### src/rtl/tau_cfg_pkg.sv
// Read-pipeline configuration constants used by the allocator-side blocks.
package TauCfg;
  localparam int LOCAL_ADDR_BW0 = 16;
  localparam int N_ICFG         = 4;
endpackage

### src/rtl/alloc_retire_tracker_ptr.sv
// Wrap-bit pointer: PW bits, the MSB toggles on every wrap of the index field.
module tracker_ptr #(
  parameter int PW = 4
) (
  input  logic          clk,
  input  logic          rst_n,
  input  logic          inc,
  output logic [PW-1:0] ptr
);
  logic [PW-1:0] ptr_q, ptr_d;

  // next pointer value
  always_comb ptr_d = inc ? ptr_q + 1'b1 : ptr_q;

  // pointer register
  always_ff @(posedge clk or negedge rst_n) begin
    if (!rst_n) ptr_q <= '0;
    else        ptr_q <= ptr_d;
  end

  assign ptr = ptr_q;
endmodule

### src/rtl/alloc_retire_tracker.sv
// In-order tracker between the read-pipeline allocator and the read-issue
// stage: queues granted allocations, offers them for issue, returns a free
// pulse per retired entry and signals when a closed block has drained.
module alloc_retire_tracker
  import TauCfg::*;
#(
  parameter  int LBW     = LOCAL_ADDR_BW0,
  parameter  int DEPTH   = 8,
  localparam int ICFG_BW = $clog2(N_ICFG + 1),
  localparam int DBW     = $clog2(DEPTH)
) (
  input  logic               i_clk,
  input  logic               i_rst_n,
  input  logic               linear_rdy,
  output logic               linear_ack,
  input  logic [LBW-1:0]     i_linear,
  input  logic [ICFG_BW-1:0] i_linear_id,
  output logic               issue_rdy,
  input  logic               issue_ack,
  output logic [LBW-1:0]     o_issue_linear,
  output logic [ICFG_BW-1:0] o_issue_id,
  input  logic               retire_dval,
  output logic               free_dval,
  output logic [ICFG_BW-1:0] o_free_id,
  input  logic               blkend_dval,
  output logic               blkdone_dval,
  output logic [DBW:0]       o_count,
  output logic               o_err
);
  localparam logic [1:0] ST_IDLE  = 2'd0;
  localparam logic [1:0] ST_DRAIN = 2'd1;
  localparam logic [1:0] ST_DONE  = 2'd2;
  localparam logic [DBW:0] FULL_CNT = (DBW+1)'(DEPTH);

  typedef struct packed {
    logic [LBW-1:0]     linear;
    logic [ICFG_BW-1:0] id;
  } entry_t;

  entry_t             mem_q [DEPTH];
  entry_t             mem_d [DEPTH];
  logic [DBW:0]       wptr, iptr, rptr, count;
  logic [1:0]         state_q, state_d;
  logic               free_q, free_d, err_q, err_d;
  logic [ICFG_BW-1:0] free_id_q, free_id_d;
  logic               full, issue_fire, retire_ok;

  tracker_ptr #(.PW(DBW+1)) u_wptr (.clk(i_clk), .rst_n(i_rst_n), .inc(linear_ack), .ptr(wptr));
  tracker_ptr #(.PW(DBW+1)) u_iptr (.clk(i_clk), .rst_n(i_rst_n), .inc(issue_fire), .ptr(iptr));
  tracker_ptr #(.PW(DBW+1)) u_rptr (.clk(i_clk), .rst_n(i_rst_n), .inc(retire_ok),  .ptr(rptr));

  // occupancy, handshakes and the offered entry
  always_comb begin
    count          = wptr - rptr;
    full           = (count == FULL_CNT);
    // reset gating keeps the ack low while the block is held in reset
    linear_ack     = i_rst_n && linear_rdy && !full && (state_q == ST_IDLE);
    issue_rdy      = (iptr != wptr);
    issue_fire     = issue_rdy && issue_ack;
    retire_ok      = retire_dval && (rptr != iptr);
    o_issue_linear = mem_q[iptr[DBW-1:0]].linear;
    o_issue_id     = mem_q[iptr[DBW-1:0]].id;
  end

  // entry write; the write slot never aliases the slot being retired since
  // an ack requires the queue to be non-full
  always_comb begin
    mem_d = mem_q;
    if (linear_ack) mem_d[wptr[DBW-1:0]] = '{linear: i_linear, id: i_linear_id};
  end

  // free pulse, error flag and block FSM next-state
  always_comb begin
    free_d    = retire_ok;
    free_id_d = retire_ok ? mem_q[rptr[DBW-1:0]].id : free_id_q;
    err_d     = err_q | (retire_dval && !retire_ok) | (blkend_dval && state_q != ST_IDLE);
    state_d   = state_q;
    case (state_q)
      ST_IDLE:  if (blkend_dval) state_d = ST_DRAIN;
      // wait for the last free to be out so blkdone trails it
      ST_DRAIN: if (count == '0 && !free_q) state_d = ST_DONE;
      ST_DONE:  state_d = ST_IDLE;
      default:  state_d = ST_IDLE;
    endcase
  end

  // state registers
  always_ff @(posedge i_clk or negedge i_rst_n) begin
    if (!i_rst_n) begin
      for (int i = 0; i < DEPTH; i++) mem_q[i] <= '0;
      state_q   <= ST_IDLE;
      free_q    <= 1'b0;
      free_id_q <= '0;
      err_q     <= 1'b0;
    end else begin
      mem_q     <= mem_d;
      state_q   <= state_d;
      free_q    <= free_d;
      free_id_q <= free_id_d;
      err_q     <= err_d;
    end
  end

  assign free_dval    = free_q;
  assign o_free_id    = free_id_q;
  assign blkdone_dval = (state_q == ST_DONE);
  assign o_count      = count;
  assign o_err        = err_q;
endmodule

### config.mk
export PLATFORM = sky130hd
export DESIGN_NAME = alloc_retire_tracker
export DESIGN_NICKNAME = d
export VERILOG_FILES = /design/src/rtl/tau_cfg_pkg.sv /design/src/rtl/alloc_retire_tracker_ptr.sv /design/src/rtl/alloc_retire_tracker.sv
export SDC_FILE = /design/constraint.sdc
export NUM_CORES = 1
export LEC_CHECK = 0
export ABC_AREA = 1
export CAP_MARGIN = 20
export CORE_MARGIN = 8
export CORE_UTILIZATION = 60
export DETAILED_ROUTE_END_ITERATION = 12
export PLACE_DENSITY = 0.87
export SKIP_CTS_REPAIR_TIMING = 1
export SLEW_MARGIN = 0
export SYNTH_ARGS = -nofsm -noshare
export SYNTH_HDL_FRONTEND = slang
export SYNTH_SLANG_ARGS = --single-unit
### constraint.sdc
create_clock -name i_clk -period 4.3 [get_ports i_clk]
set_input_delay 0.86 -clock i_clk [delete_from_list [all_inputs] [get_ports i_clk]]
set_output_delay 0.86 -clock i_clk [all_outputs]
set_load 0.01 [all_outputs]
After elaboration in Yosys (flattened, before gate mapping)
Cells that the tools add are included.
- flip-flop bits (word level): 171
- input bits: 25
- output and inout port bits: 31
- logic and storage cells: 71
- add/subtract/negate cells: 4
- magnitude comparators: 4
- equal/unequal tests: 7
- mux-type cells: 12
- bitwise logic cells: 5
- reduce and logical (&&, ||, !) cells: 16
- operator list (cell ; count):
    $bwmux 152 ; 1
    $bmux 19 s3 ; 2
    $demux 19 s3 ; 1
    $mux 19 ; 3
    $add 4x1->4 const B ; 3
    $ge 4x4->1 const B ; 3
    $not 3->4 ; 3
    $logic_and 1x1->1 ; 9
    $ne 4x4->1 ; 2
    $mux 3 ; 2
    $eq 4x4->1 const B ; 1
    $logic_not 4->1 ; 1
    $lt 4x1->1 const B ; 1
    $mux 2 ; 2
    $ne 2x2->1 const B ; 2
    $pmux 2 s2 ; 1
    $sub 4x4->4 ; 1
    $logic_not 1->1 ; 3
    $eq 2x1->1 const B ; 1
    $eq 2x2->1 const B ; 1
    $logic_not 2->1 ; 1
    $or 1x1->1 ; 2
    $reduce_and 2->1 ; 1
    $reduce_bool 2->1 ; 1

Longest topological paths before layout
Gate-level depths: netlist of run 1.
- depth after elaboration: 6
- mapped depth: 16
- mapped depth without buffers: 13

By module
Synthesis of run 1 repeated with hierarchy kept, for this count alone.
- cell total of the unflattened synthesis: 1138
- area total of the unflattened synthesis: 9120.0 um2
- by module, submodules not included (module ; times used ; cells an instance ; area each (um2) ; sequential area each (um2)):
    alloc_retire_tracker ; 1 ; 1081 ; 8587.0 ; 3978.8
    tracker_ptr ; 3 ; 19 ; 177.7 ; 100.1

Worst setup path before layout of run 1
No wires, ideal clock.
- kind: register -> output
- start: register u_wptr.ptr_q[0] (netlist: u_wptr.ptr[0])
- end: output linear_ack
- data arrival time: 2.322 ns
- data required time: 3.440 ns
- setup slack: 1.118 ns
- cell stages (with the launch flop): 13
- path buffers: 3
- cell sequence: dfrtp_1 > buf_4 > inv_1 > ha_1 > inv_1 > fa_1 > or2_0 > nor2_1 > nand3_1 > buf_6 > buf_8 > nand2_1 > inv_1
- longest elaborated chain between the ends: 5
- ends and longest elaborated chain (item ; RTL line ; source):
    from (decl) ; alloc_retire_tracker_ptr.sv:10 ; logic [PW-1:0] ptr_q, ptr_d;
    from (signal assigned) ; alloc_retire_tracker_ptr.sv:18 ; else ptr_q <= ptr_d;
    $sub 4x4->4 ; alloc_retire_tracker.sv:54 ; count = wptr - rptr;
    named net o_count[1] ; alloc_retire_tracker.sv:27 ; output logic [DBW:0] o_count,
    $eq 4x4->1 ; alloc_retire_tracker.sv:55 ; full = (count == FULL_CNT);
    $logic_not 1->1 ; alloc_retire_tracker.sv:57 ; linear_ack = i_rst_n && linear_rdy && !full && (state_q == ST_IDLE);
    $logic_and 1x1->1 (2 in series) ; alloc_retire_tracker.sv:57 ;
    to (decl) ; alloc_retire_tracker.sv:15 ; output logic linear_ack,
The timed path passes the listed nets, and every way through them passes these cells.

Worst setup path after layout of run 1
- start: register u_rptr.ptr_q[1] (netlist: u_rptr.ptr[1])
- end: output linear_ack
- longest elaborated chain between the ends: 5
- ends and longest elaborated chain (item ; RTL line):
    from (decl) ; alloc_retire_tracker_ptr.sv:10
    from (signal assigned) ; alloc_retire_tracker_ptr.sv:18
    $sub 4x4->4 ; alloc_retire_tracker.sv:54
    $eq 4x4->1 ; alloc_retire_tracker.sv:55
    $logic_not 1->1 ; alloc_retire_tracker.sv:57
    $logic_and 1x1->1 (2 in series) ; alloc_retire_tracker.sv:57
No other way between the ends.

==> results.cfg, run 1 <==
[worst_setup_path]
critPathSlowestCell = dfrtp_1
path_max_fanout = 10
startpoint_type = flip-flop
r2r.worst_path.cells = 12
critPathKind = flip-flop to output pin
cp_slowest_stage_delay_ns = 0.58
cp_cell_sequence = clkinvlp_4 -> fa_1 -> or2_0 -> nor2_1 -> nand3_4 -> nand2_1 -> inv_1 -> clkdlybuf4s50_1
worstPathRequired_ns = 3.44
worstSetupEndpointType = output pin
cp.arrival_ns = 3.18

[cts]
cts_buffers = 17
cts_buffer_depth = 2
clk_latency_ns = 0.43
cts_tree = built
clkSlewWorstSetupHoldPaths_ns = 0.06
clock_sinks = 171
clockRootBuffer = clkbuf_16
htree_levels = 4

[logic_synthesis]
syn_avg_cell_area_sq_um = 8.02
yosys.area_share.simple_pct = 32.5
seq_area_frac_synth_pct = 47.0
yosysUniqueCellTypes = 28
synth_top_area_cell = dfrtp_1
synth_mux_area_share_pct = 3.52
synth_top_family_by_area = simple AND/OR/NAND/NOR gates
synthCells = 1135
synth_fa_ha_area_share_pct = 1.05
ys_ff_latch = 171
synthesis.area_sq_um = 9100
yosysWarningCount = 0
synth-xor-area-share_pct = 1.54
synth_fp_nets = 1167
synth_compound_area_share_pct = 6.77
netlist.area_leader.share_pct = 47.0
synthTopCellsByArea = dfrtp_1 47%, nand2_1 17%, nand4_1 10%

[sta]
clock-skew-final_ns = 0.00608
worst_pin_slew_ns = 1.01
period_minus_slack_ns = 4.04
maxSlewHeadroom_pct = 32.6
fmaxAchievable_mhz = 247
maxSlewViolCount = 0
grt_setup_unrepaired = false
setup_tns_ns = 0
period_share_pct = 94.0
setup_viol = 0
final_hold_viol_count = 0

[run]
cap_viol_max_count = 0

[routing]
wire_per_inst_um = 19.2
drt-initial-drc-count = 1134
ant_nets = 0
dr.pass1.iters = 5
drc = 0
vias_per_cell = 6.28
via_count = 8363
wl_um = 25500

[floorplan]
core_area_sq_um = 15000
die_w_um = 139
io_pins = 56
die_y_um = 139
row_count = 45
die_area_sq_um = 19400
start_util_pct = 60.5

[layout]
syn_to_final_growth_pct = 12.2
final_common_cell = nand2_1
mostFrequentLayoutCells = 418 x nand2_1, 168 x dfrtp_1, 152 x nand4_1
final_cells = 1331
drive_gt1_share_pct = 7.44
final_nets = 1163
antenna_cells = 0

[placed_design]
gp_congestion = 0.820
dp_hpwl_um = 14600
io_buffers = 55
dp_cells = 1300

[pwr]
powerDensity_nw_per_um2 = 688
p_leak_nw = 5.21
finalPower_mw = 7.02
vdd_drop_max_uv = 671

[grt]
grt-ovfl-total = 0
grt_usage_pct = 26.2
grt_pass1_wl_um = 41100
grt_pass1_vias = 7795
grt_max_degree = 172
antenna_found_initial = 0

[status]
status = finished clean

[worst_hold_path]
min_delay_path_depth = 2
min_path_type = flip-flop to flip-flop
-- Yosys cell counts --
| cell | number |
|---|---|
| xnor2_1 | 4 |
| or2_0 | 1 |
| buf_1 | 8 |
| nand3b_1 | 1 |
| buf_2 | 69 |
| clkinv_1 | 2 |
| nand3_1 | 9 |
| nor2_1 | 59 |
| nor3_1 | 7 |
| nand3_4 | 1 |
| ha_1 | 6 |
| dfrtp_1 | 171 |
| nor3_2 | 2 |
| buf_4 | 19 |
| buf_8 | 1 |
| clkbuf_1 | 12 |
| mux2i_1 | 32 |
| o21ai_0 | 68 |
| inv_1 | 23 |
| xor2_1 | 12 |
| o22ai_1 | 32 |
| nand2_1 | 418 |
| nor2_4 | 1 |
| buf_6 | 2 |
| nand4_1 | 152 |
| fa_1 | 1 |
| nand3_2 | 7 |
| a21oi_1 | 15 |
-- path summary, 6_finish.rpt --
path	slack (ns)	to	start
setup / recovery	0.26	linear_ack	u_rptr.ptr[1]
hold / removal	0.47	mem_q[22]	mem_q[22]
setup reg to reg	1.13	mem_q[113]	u_rptr.ptr[1]
hold reg to reg	0.47	mem_q[22]	mem_q[22]
max in group asynchronous	2.95	u_iptr.ptr[0]	i_rst_n
min in group asynchronous	0.48	state_q[1]	i_rst_n
-- critical path, delay by kind of cell (launching register included) --
family	cells	cell delay [ns]
DFF	1	0.58
buffers and inverters	3	0.90
adders and majority gates	1	0.54
and+or+nand+nor	4	0.73
-- state kept, by name (all words and copies together) (netlist names) --
name        count
free_dval       1
mem_q         152
u_rptr.ptr      4
state_q         2
u_iptr.ptr      4
o_err           1
u_wptr.ptr      4
o_free_id       3
-- per-layer routing --
layer	GRT usage, %	part of all wire (%)	vias up
met5	0	0	-
met4	10.1	2.8	0
met3	6.13	10	58
met2	41.3	47	479
met1	34.6	40	3997
li1	-	-	3829
-- power by group --
| part | leakage, nW | total [mW] | internal (mW) | switching, mW |
|---|---|---|---|---|
| sequential | 2.30 | 2.31 | 1.99 | 0.324 |
| combinational | 2.64 | 3.27 | 1.20 | 2.07 |
| clock | 0.262 | 1.44 | 0.806 | 0.634 |
-- through the flow --
stage	hold slack [ns]	cell area [sq um]	util (%)	setup slack [ns]
2_1_floorplan	0.430	9100	-	1.12
3_3_place_gp	0.444	9660	64.2	0.745
3_5_place_dp	0.453	9660	64.2	0.662
4_1_cts	0.468	10200	67.9	0.182
5_1_grt	0.482	10200	67.9	0.0336
6_report	0.465	10200	67.9	0.259
-- logic make-up after synthesis --
logic type,after synthesis
multiplexers,32
AND/OR/NAND/NOR,658
buffers and inverters,136
AO/OA/AOI/OAI,115
flip-flops,171
adder cells (fa/ha/maj),7
XOR/XNOR,16
-- area by class of cell --
type | instances | area (sq um)
Tap cell | 188 | 235
Clock inverter | 11 | 98.8
Fill cell | 1184 | 4830
Multi-Input combinational cell | 828 | 4170
Clock buffer | 20 | 447
Inverter | 25 | 97.6
Sequential cell | 171 | 4290
Timing Repair Buffer | 88 | 875
No activity file was read; power rests on OpenSTA's default activity.
==> run 2, diff against run 1 <==
--- a/config.mk
+++ b/config.mk
@@ -9,6 +9,7 @@
 export CAP_MARGIN = 20
 export CORE_MARGIN = 8
 export CORE_UTILIZATION = 60
+export CTS_CLUSTER_DIAMETER = 200
 export DETAILED_ROUTE_END_ITERATION = 12
 export PLACE_DENSITY = 0.87
 export SKIP_CTS_REPAIR_TIMING = 1
==> results of run 2 <==
Final layout, timing and power as in run 1 (identical DEF).
